**src/rtl/alu_issue_stage.sv**
```systemverilog
// alu_issue_stage: decode/issue stage in front of the combinational ALU.
// Decodes a 16-bit instruction, picks operands from the register file (with
// optional forwarding of the ALU result being written back this cycle), and
// presents one registered bundle to the ALU. Also owns the PSR.
// Ports:
//   clk, reset          clock and synchronous active-high reset
//   in_valid/in_ready   fetch-side handshake; in_inst, in_pc instruction + address
//   rf_raddr_a/b        combinational RF read addresses; rf_rdata_a/b read data
//   out_valid/out_ready ALU-side handshake; out_* registered bundle
//   cond_in             PSR {C,L,F,Z,N} presented to the ALU
//   alu_result          ALU result (forwarding source)
//   alu_condOut/condWr  PSR update from the ALU, applied at fire
module alu_issue_stage #(
  parameter logic [4:0]  PSR_RESET = 5'b00000,
  parameter int unsigned FWD_EN    = 1
) (
  input  logic        clk,
  input  logic        reset,
  input  logic        in_valid,
  output logic        in_ready,
  input  logic [15:0] in_inst,
  input  logic [15:0] in_pc,
  output logic [3:0]  rf_raddr_a,
  output logic [3:0]  rf_raddr_b,
  input  logic [15:0] rf_rdata_a,
  input  logic [15:0] rf_rdata_b,
  output logic        out_valid,
  input  logic        out_ready,
  output logic [3:0]  out_oper,
  output logic [3:0]  out_func,
  output logic [3:0]  out_cond,
  output logic [15:0] out_dst,
  output logic [15:0] out_src,
  output logic [4:0]  cond_in,
  output logic        out_wr_en,
  output logic [3:0]  out_wr_addr,
  output logic        out_pc_wr,
  output logic        out_illegal,
  input  logic [15:0] alu_result,
  input  logic [4:0]  alu_condOut,
  input  logic        alu_condWr
);

  localparam int unsigned DW = 16;

  localparam logic [3:0] OP_REG     = 4'h0;
  localparam logic [3:0] OP_ANDI    = 4'h1;
  localparam logic [3:0] OP_ORI     = 4'h2;
  localparam logic [3:0] OP_XORI    = 4'h3;
  localparam logic [3:0] OP_SPECIAL = 4'h4;
  localparam logic [3:0] OP_SHIFT   = 4'h8;
  localparam logic [3:0] OP_CMPI    = 4'hB;
  localparam logic [3:0] OP_BCOND   = 4'hC;
  localparam logic [3:0] OP_MOVI    = 4'hD;
  localparam logic [3:0] OP_LUI     = 4'hF;

  localparam logic [3:0] SP_JCOND   = 4'hC;
  localparam logic [3:0] SP_SCOND   = 4'hD;

  logic        out_valid_q, out_valid_d;
  logic [3:0]  out_oper_q, out_oper_d;
  logic [3:0]  out_func_q, out_func_d;
  logic [3:0]  out_cond_q, out_cond_d;
  logic [15:0] out_dst_q, out_dst_d;
  logic [15:0] out_src_q, out_src_d;
  logic        out_wr_en_q, out_wr_en_d;
  logic [3:0]  out_wr_addr_q, out_wr_addr_d;
  logic        out_pc_wr_q, out_pc_wr_d;
  logic        out_illegal_q, out_illegal_d;
  logic [4:0]  psr_q, psr_d;

  logic        accept, fire;
  logic        fwd_on;
  logic [3:0]  f_oper, f_rdest, f_func, f_rsrc;
  logic [15:0] opa, opb, imm_sx, imm_zx, sh_amt;
  logic [3:0]  dec_func, dec_cond, dec_wr_addr;
  logic [15:0] dec_dst, dec_src;
  logic        dec_wr_en, dec_pc_wr, dec_ill;

  assign f_oper  = in_inst[15:12];
  assign f_rdest = in_inst[11:8];
  assign f_func  = in_inst[7:4];
  assign f_rsrc  = in_inst[3:0];

  assign rf_raddr_a = f_rdest;
  assign rf_raddr_b = f_rsrc;

  assign fire     = out_valid_q & out_ready;
  assign in_ready = ~out_valid_q | out_ready;
  assign accept   = in_valid & in_ready;

  // The bundle leaving now writes the RF at this edge; the RF read is stale.
  assign fwd_on = (FWD_EN != 0) && accept && fire && out_wr_en_q;
  assign opa    = (fwd_on && (out_wr_addr_q == f_rdest)) ? alu_result : rf_rdata_a;
  assign opb    = (fwd_on && (out_wr_addr_q == f_rsrc))  ? alu_result : rf_rdata_b;

  assign imm_sx = {{8{in_inst[7]}}, in_inst[7:0]};
  assign imm_zx = {8'h00, in_inst[7:0]};
  assign sh_amt = {12'h000, f_rsrc};

  // Instruction decode and operand selection
  always_comb begin
    dec_func    = 4'h0;
    dec_cond    = 4'h0;
    dec_dst     = opa;
    dec_src     = opb;
    dec_wr_en   = 1'b1;
    dec_wr_addr = f_rdest;
    dec_pc_wr   = 1'b0;
    dec_ill     = 1'b0;
    case (f_oper)
      OP_REG: begin
        dec_func = f_func;
        case (f_func)
          4'h1, 4'h2, 4'h3, 4'h5, 4'h6, 4'h7,
          4'h9, 4'hA, 4'hD, 4'hE: dec_wr_en = 1'b1;
          4'h8, 4'hB:             dec_wr_en = 1'b0;  // TEST, CMP
          default:                dec_ill   = 1'b1;
        endcase
      end
      OP_SHIFT: begin
        dec_func = f_func;
        case (f_func)
          4'h0, 4'h2: dec_src = sh_amt;                    // immediate left
          4'h1, 4'h3: dec_src = DW'(16'h0000 - sh_amt);    // immediate right as negative count
          4'h4, 4'h6: dec_src = opb;                       // register count
          default:    dec_ill = 1'b1;
        endcase
      end
      OP_SPECIAL: begin
        dec_func = f_func;
        case (f_func)
          SP_JCOND: begin
            dec_cond  = f_rdest;
            dec_dst   = in_pc;
            dec_src   = opb;
            dec_pc_wr = 1'b1;
            dec_wr_en = 1'b0;
          end
          SP_SCOND: begin
            dec_cond    = f_rdest;
            dec_dst     = 16'h0000;
            dec_src     = 16'h0000;
            dec_wr_addr = f_rsrc;
          end
          default: dec_ill = 1'b1;
        endcase
      end
      OP_BCOND: begin
        dec_cond  = f_rdest;
        dec_dst   = in_pc;
        dec_src   = imm_sx;
        dec_pc_wr = 1'b1;
        dec_wr_en = 1'b0;
      end
      OP_ANDI, OP_ORI, OP_XORI, OP_MOVI, OP_LUI: dec_src = imm_zx;
      OP_CMPI: begin
        dec_src   = imm_sx;
        dec_wr_en = 1'b0;
      end
      default: dec_src = imm_sx;  // ADDI/ADDUI/ADDCI/SUBI/SUBCI/MULI
    endcase
    if (dec_ill) begin
      dec_cond  = 4'h0;
      dec_dst   = 16'h0000;
      dec_src   = 16'h0000;
      dec_wr_en = 1'b0;
      dec_pc_wr = 1'b0;
    end
  end

  // Bundle / PSR next state
  always_comb begin
    out_valid_d   = out_valid_q;
    out_oper_d    = out_oper_q;
    out_func_d    = out_func_q;
    out_cond_d    = out_cond_q;
    out_dst_d     = out_dst_q;
    out_src_d     = out_src_q;
    out_wr_en_d   = out_wr_en_q;
    out_wr_addr_d = out_wr_addr_q;
    out_pc_wr_d   = out_pc_wr_q;
    out_illegal_d = out_illegal_q;
    psr_d         = psr_q;
    if (accept) begin
      out_valid_d   = 1'b1;
      out_oper_d    = f_oper;
      out_func_d    = dec_func;
      out_cond_d    = dec_cond;
      out_dst_d     = dec_dst;
      out_src_d     = dec_src;
      out_wr_en_d   = dec_wr_en;
      out_wr_addr_d = dec_wr_addr;
      out_pc_wr_d   = dec_pc_wr;
      out_illegal_d = dec_ill;
    end else if (fire) begin
      out_valid_d = 1'b0;
    end
    if (fire && alu_condWr) psr_d = alu_condOut;
  end

  always_ff @(posedge clk) begin
    if (reset) begin
      out_valid_q   <= 1'b0;
      out_oper_q    <= 4'h0;
      out_func_q    <= 4'h0;
      out_cond_q    <= 4'h0;
      out_dst_q     <= 16'h0000;
      out_src_q     <= 16'h0000;
      out_wr_en_q   <= 1'b0;
      out_wr_addr_q <= 4'h0;
      out_pc_wr_q   <= 1'b0;
      out_illegal_q <= 1'b0;
      psr_q         <= PSR_RESET;
    end else begin
      out_valid_q   <= out_valid_d;
      out_oper_q    <= out_oper_d;
      out_func_q    <= out_func_d;
      out_cond_q    <= out_cond_d;
      out_dst_q     <= out_dst_d;
      out_src_q     <= out_src_d;
      out_wr_en_q   <= out_wr_en_d;
      out_wr_addr_q <= out_wr_addr_d;
      out_pc_wr_q   <= out_pc_wr_d;
      out_illegal_q <= out_illegal_d;
      psr_q         <= psr_d;
    end
  end

  assign out_valid   = out_valid_q;
  assign out_oper    = out_oper_q;
  assign out_func    = out_func_q;
  assign out_cond    = out_cond_q;
  assign out_dst     = out_dst_q;
  assign out_src     = out_src_q;
  assign out_wr_en   = out_wr_en_q;
  assign out_wr_addr = out_wr_addr_q;
  assign out_pc_wr   = out_pc_wr_q;
  assign out_illegal = out_illegal_q;
  assign cond_in     = psr_q;

endmodule
```
**config.mk**
```make
export PLATFORM = sky130hd
export DESIGN_NAME = alu_issue_stage
export DESIGN_NICKNAME = d
export VERILOG_FILES = /design/src/rtl/alu_issue_stage.sv
export SDC_FILE = /design/constraint.sdc
export NUM_CORES = 1
export LEC_CHECK = 0
export ABC_AREA = 1
export BUFFER_PORTS_ARGS = -buffer_cell sky130_fd_sc_hd__buf_2
export CAP_MARGIN = 20
export CORE_ASPECT_RATIO = 2
export CORE_MARGIN = 1.5
export CORE_UTILIZATION = 48
export CTS_CLUSTER_SIZE = 30
export DETAILED_ROUTE_END_ITERATION = 12
export GPL_TIMING_DRIVEN = 0
export HOLD_SLACK_MARGIN = 0.05
export PLACE_DENSITY = 0.8
export SLEW_MARGIN = 20
export SYNTH_ARGS = -nofsm -noshare
export SYNTH_HDL_FRONTEND = slang
export SYNTH_SLANG_ARGS = --single-unit
```
**constraint.sdc**
```tcl
create_clock -name clk -period 1.7 [get_ports clk]
set_input_delay 0 -clock clk [delete_from_list [all_inputs] [get_ports clk]]
set_output_delay 0 -clock clk [all_outputs]
set_load 0.02 [all_outputs]
```
# Word level (Yosys, flattened, before mapping)
# Cells that the tools add are included.
[op_classes] add_sub_neg=1 n_eq_ne=25 n_mux=28 n_bitwise=4 n_reduce_logical=17
[op_table] op="$pmux W16 S2" n=3
[op_table] op="$mux W16" n=5
[op_table] op="$pmux W16 S4" n=1
[op_table] op="$eq A4 B4 Y1 const B" n=12
[op_table] op="$eq A4 B3 Y1 const B" n=5
[op_table] op="$mux W4" n=5
[op_table] op="$eq A4 B2 Y1 const B" n=4
[op_table] op="$reduce_or A12 Y1" n=1
[op_table] op="$mux W1" n=10
[op_table] op="$reduce_or A2 Y1" n=5
[op_table] op="$eq A4 B1 Y1 const B" n=2
[op_table] op="$eq A4 B4 Y1" n=2
[op_table] op="$logic_not A4 Y1" n=2
[op_table] op="$pmux W4 S2" n=1
[op_table] op="$pmux W1 S3" n=2
[op_table] op="$reduce_or A6 Y1" n=1
[op_table] op="$logic_and A1 B1 Y1" n=5
[op_table] op="$reduce_or A5 Y1" n=1
[op_table] op="$sub A1 B4 Y5 const A" n=1
[op_table] op="$reduce_or A3 Y1" n=1
[op_table] op="$and A1 B1 Y1" n=2
[op_table] op="$pmux W1 S2" n=1
[op_table] op="$reduce_bool A2 Y1" n=1
[op_table] op="$not A1 Y1" n=1
[op_table] op="$or A1 B1 Y1" n=1
[word_totals] regBits=57 input_bits=90 out_inout_bits=66

# Longest topological paths before layout
[logic_depth] depth_word=10 mapped_depth=12 ltp_nobuf=11

# Worst setup path before layout
# Ideal clock, no wire load.
[synth_path] kind="register to register" start="register out_valid_q (netlist: out_valid)" end="register out_dst_q[0] (netlist: out_dst[0])" setup_ns=0.134 arrival_ns=1.529 setup_slack_ns=0.037 stages_incl_launch_ff=9 path_buffers=1 synth_period_minus_slack_ns=1.663 cell_sequence="dfxtp_1 nand2_1 nand2_1 clkinv_1 nand4_2 inv_1 buf_4 nand2_1 a21oi_1"
[synth_between] elab_chain_cells=10 elab_cells_between_ends=11 cone_classes="mux: 4; bitwise: 4; reduce/logical: 3"
[synth_rtl] element="from (decl)" line="60" source="logic out_valid_q, out_valid_d;"
[synth_rtl] element="from (signal assigned)" line="216" source="out_valid_q <= out_valid_d;"
[synth_rtl] element="$not A1 Y1 (*)" line="89" source="assign in_ready = ~out_valid_q | out_ready;"
[synth_rtl] element="$or A1 B1 Y1 (*)" line="89"
[synth_rtl] element="via in_ready" line="20" source="output logic in_ready,"
[synth_rtl] element="$and A1 B1 Y1 (*)" line="90" source="assign accept = in_valid & in_ready;"
[synth_rtl] element="$logic_and A1 B1 Y1 (2 in a row)" line="93" source="assign fwd_on = (FWD_EN != 0) && accept && fire && out_wr_en_q;"
[synth_rtl] element="$logic_and A1 B1 Y1" line="94" source="assign opa = (fwd_on && (out_wr_addr_q == f_rdest)) ? alu_result : rf_rdata_a;"
[synth_rtl] element="$mux W16" line="94"
[synth_rtl] element="$pmux W16 S2" line="132" source="case (f_func)"
[synth_rtl] element="$pmux W16 S2" line="111" source="case (f_oper)"
[synth_rtl] element="$mux W16" line="163" source="if (dec_ill) begin"
[synth_rtl] element="to (signal assigned)" line="220" source="out_dst_q <= out_dst_d;"
[synth_rtl] element="to (decl)" line="64" source="logic [15:0] out_dst_q, out_dst_d;"
# Mark *: on every way through the listed nets, which the timed path passes. The rest lies on a longest branch.
# A chain may end at the register's enable or synchronous reset.

# Worst setup path in the final report
[layout_path] start="register out_valid_q (netlist: out_valid)" end="register out_dst_q[8] (netlist: out_dst[8])"
[layout_between] elab_chain_cells=10 elab_cells_between_ends=11 cone_classes="mux: 4; bitwise: 4; reduce/logical: 3"
[layout_rtl] element="$not A1 Y1" line="89"
[layout_rtl] element="$or A1 B1 Y1" line="89"
[layout_rtl] element="$and A1 B1 Y1" line="90"
[layout_rtl] element="$logic_and A1 B1 Y1 (2 in a row)" line="93"
[layout_rtl] element="$logic_and A1 B1 Y1" line="94"
[layout_rtl] element="$mux W16" line="94"
[layout_rtl] element="$pmux W16 S2" line="132"
[layout_rtl] element="$pmux W16 S2" line="111"
[layout_rtl] element="$mux W16" line="163"
# Parallel ways exist; a longest one is shown, timed or not.

==> impl_metrics.sql <==
INSERT INTO impl_metrics (metric_group, metric, value, unit) VALUES
('routing', 'detailroute.via_count', '4484', ''),
('sta', 'timing.final.hold_violations', '0', ''),
('global_routing', 'grt_pass1_wl', '19400', 'µm'),
('pwr', 'total_power_of_the_final_layout', '0.00424', 'W'),
('critical_path', 'cp-end-kind', 'register', ''),
('layout', 'final_net_count', '850', ''),
('logic_synthesis', 'synth_sequential_area_ratio', '0.332', ''),
('critical_path', 'critical_path_arrival', '1900', 'ps'),
('sta', 'min_period', '1640', 'ps'),
('layout', 'post_route_cells_drive_above_1_share', '0.300', ''),
('global_routing', 'grt_start_max_net_pins', '12', ''),
('place', 'place_inst', '795', ''),
('global_routing', 'number_of_global_route_vias_before_repair', '4253', ''),
('logic_synthesis', 'ys_top_cells_by_area', 'sky130_fd_sc_hd__dfxtp_1, sky130_fd_sc_hd__nand2_1, sky130_fd_sc_hd__nand3_1', ''),
('sta', 'min_period_over_period', '0.963', ''),
('logic_synthesis', 'synthTopCellsByCount', 'sky130_fd_sc_hd__nand2_1, sky130_fd_sc_hd__nand3_1, sky130_fd_sc_hd__inv_1', ''),
('logic_synthesis', 'synth_area_per_cell', '6.22', 'µm²'),
('critical_path', 'cp.required', '1960', 'ps'),
('run_status', 'status', 'finished clean', ''),
('critical_path', 'timing.critical_path.slowest_stage_cell', 'sky130_fd_sc_hd__dfxtp_2', ''),
('layout', 'finish.utilization', '0.733', ''),
('sta', 'report.final.setup_viol', '0', ''),
('critical_path', 'timing.critical_path.slowest_cell_delay', '330', 'ps'),
('die', 'core_region_area', '6940', 'µm²'),
('routing', 'detailed_route_wire_length', '12900', 'µm'),
('sta', 'slew_headroom', '0.563', ''),
('global_routing', 'grt_remaining_overflow', '0', ''),
('sta', 'timing_worst_slew_pin_value', '655', 'ps'),
('logic_synthesis', 'synth.cell_area', '3430', 'µm²'),
('run', 'max_cap_viol_count', '0', ''),
('layout', 'instances_no_fill', '854', ''),
('clock_tree', 'cts_max_path_bufs', '2', ''),
('die', 'dieArea', '7700', 'µm²'),
('pwr', 'ir_worst_vdd', '793', 'µV'),
('sta', 'timing.final.max_slew_violations', '0', ''),
('logic_synthesis', 'postSynthNetCount', '643', ''),
('clock_tree', 'clkSlewWorstSetupHoldPaths', '60', 'ps'),
('routing', 'route.detailed.drc', '0', ''),
('sta', 'setup_clock_skew_after_layout', '6.49', 'ps'),
('routing', 'first_iter_violations', '339', ''),
('global_routing', 'antenna_violations_before_repair', '0', ''),
('logic_synthesis', 'postSynth.asyncResetShare', '0', ''),
('sta', 'rsz0062_at_grt', 'yes', ''),
('critical_path', 'crit_path_start_kind', 'register', ''),
('layout', 'n_antenna_cell', '0', ''),
('worst_hold_path', 'hold_path_class', 'input pin to register', ''),
('critical_path', 'crit_path_cell_trace', 'nand2_1 > nand2_1 > clkinv_2 > nand4_2 > inv_2 > buf_4 > nand2_1 > a21oi_1', ''),
('die', 'floorplan.rows', '43', ''),
('die', 'fp.dieW', '62.8', 'µm'),
('critical_path', 'timing.critical_path.mode_cell', 'sky130_fd_sc_hd__nand2_1', ''),
('global_routing', 'global_route.usage.total', '0.332', ''),
('critical_path', 'timing.setup.critical_path_class', 'register to register', ''),
('sta', 'max_freq', '611', 'MHz'),
('clock_tree', 'root_buffer', 'sky130_fd_sc_hd__clkbuf_16', ''),
('logic_synthesis', 'main_flop_type_after_synthesis', 'sky130_fd_sc_hd__dfxtp_1', ''),
('die', 'die_y', '123', 'µm'),
('routing', 'routedWlPerCell', '15.1', 'µm'),
('logic_synthesis', 'synth-edff-count', '0', ''),
('routing', 'detailed_route_vias_per_instance', '5.25', ''),
('pwr', 'powerDensity', '833', 'nW/µm²'),
('place', 'placement.io_buffers', '153', ''),
('place', 'globalplace.congestion', '0.932', ''),
('logic_synthesis', 'post-synth-top-area-cell', 'sky130_fd_sc_hd__dfxtp_1', ''),
('logic_synthesis', 'postSynthCellCount', '552', ''),
('logic_synthesis', 'synth-warning-count', '0', ''),
('logic_synthesis', 'yosysMostFrequentCell', 'sky130_fd_sc_hd__nand2_1', ''),
('layout', 'layout-area-overhead-vs-synth', '48.2', '%'),
('clock_tree', 'cts_tree', 'done', ''),
('critical_path', 'worst-path-max-fanout', '10', ''),
('logic_synthesis', 'synth_top_cell_area_share', '0.332', ''),
('die', 'initial_core_util', '0.495', '');
[per-stage QoR]
step | instance area [µm²] | setup TNS, ps | hold slack, ps
global placement | 4310 | -101 | 230
finish | 5090 | 0 | 45.5
CTS | 4970 | 0 | 57.6
detailed placement | 4310 | -530 | 229
floorplan | 3430 | 0 | 113
global route | 5090 | -33.9 | 73.5
[path summary, 6_finish.rpt]
| kind | from | end | slack, ps | cells after the start |
|---|---|---|---|---|
| setup / recovery | out_valid | out_dst[8] | 60 | 8 |
| hold / removal | in_inst[12] | out_wr_en | 50 | 4 |
| setup reg to reg | out_valid | out_dst[8] | 60 | 8 |
| hold reg to reg | cond_in[4] | cond_in[4] | 450 | 2 |
[logic make-up (layout without fill, tap and decap cells)]
group,Yosys count,count (layout),synth area share
XOR/XNOR,7,7,0.0179
AO/OA/AOI/OAI,85,85,0.129
buffers and inverters,101,312,0.136
adder cells (fa/ha/maj),1,1,0.00364
flip-flops,57,57,0.332
AND/OR/NAND/NOR,301,302,0.381
[cell type report]
class | count | area [µm²]
clock buffer | 10 | 229
timing repair buffer | 195 | 1160
fill | 576 | 1850
clock inverter | 6 | 67.6
multi-input combinational | 395 | 1890
tap | 90 | 113
inverter | 72 | 275
buffer | 29 | 211
sequential | 57 | 1140
[where the power goes]
group / internal (W) / switching [W]
logic: 0.000369 / 0.000580
registers: 0.00142 / 0.0000494
clock network: 0.00114 / 0.000685
[timing repair]
item | CTS | global route
pin swaps | 2 | 3
buffers inserted | 3 | 6
gates resized for setup | 2 | 27
setup endpoints to repair | 22 | 37
endpoints found under the hold margin | 33 | 0
gates cloned | 0 | 1
hold buffers | 33 | 0
[flip-flops by register name, summed over array words and instances (netlist names)]
register / count
cond_in: 5
out_src: 16
out_oper: 4
out_wr_addr: 4
out_cond: 4
out_illegal: 1
out_pc_wr: 1
out_dst: 16
out_valid: 1
out_func: 4
out_wr_en: 1
[cells in the final DEF, fill, tap and decap left out, types with 2 or more instances in the layout]
cell type,synthesis,layout
sky130_fd_sc_hd__clkinvlp_4,0,3
sky130_fd_sc_hd__clkbuf_1,7,7
sky130_fd_sc_hd__clkbuf_16,0,9
sky130_fd_sc_hd__dlygate4sd3_1,0,33
sky130_fd_sc_hd__o211ai_1,4,4
sky130_fd_sc_hd__nor2_1,16,14
sky130_fd_sc_hd__clkbuf_2,0,2
sky130_fd_sc_hd__buf_6,1,2
sky130_fd_sc_hd__buf_4,12,22
sky130_fd_sc_hd__dfxtp_1,57,55
sky130_fd_sc_hd__nand4_1,3,3
sky130_fd_sc_hd__nand2_2,3,5
sky130_fd_sc_hd__clkinv_2,0,2
sky130_fd_sc_hd__nor2_4,2,7
sky130_fd_sc_hd__o21ai_0,20,19
sky130_fd_sc_hd__nand3_1,74,72
sky130_fd_sc_hd__nor2_2,5,2
sky130_fd_sc_hd__nand3b_1,7,7
sky130_fd_sc_hd__xor2_1,6,6
sky130_fd_sc_hd__inv_1,69,67
sky130_fd_sc_hd__inv_2,1,3
sky130_fd_sc_hd__nand2_1,189,187
sky130_fd_sc_hd__buf_2,5,155
sky130_fd_sc_hd__a21oi_1,58,57
sky130_fd_sc_hd__nand2_4,1,2
sky130_fd_sc_hd__a21oi_2,2,3
sky130_fd_sc_hd__dfxtp_2,0,2
sky130_fd_sc_hd__nand3_2,0,2
sky130_fd_sc_hd__clkbuf_8,3,3
[layer usage]
layer / share of wire / track usage / vias up
met4: 0.066 / 0.226 / 0
met1: 0.32 / 0.303 / 2017
met3: 0.058 / 0.0742 / 74
li1: - / - / 2167
met2: 0.55 / 0.639 / 226
met5: 0 / 0 / -
[critical path: cells and delay by family, from the launching register on]
kind / cells / cell delay (ps)
and+or+nand+nor: 4 / 530
AOI/OAI and AO/OA: 1 / 150
DFF: 1 / 330
buffers and inverters: 3 / 540
No activity file was read; power rests on OpenSTA's default activity.
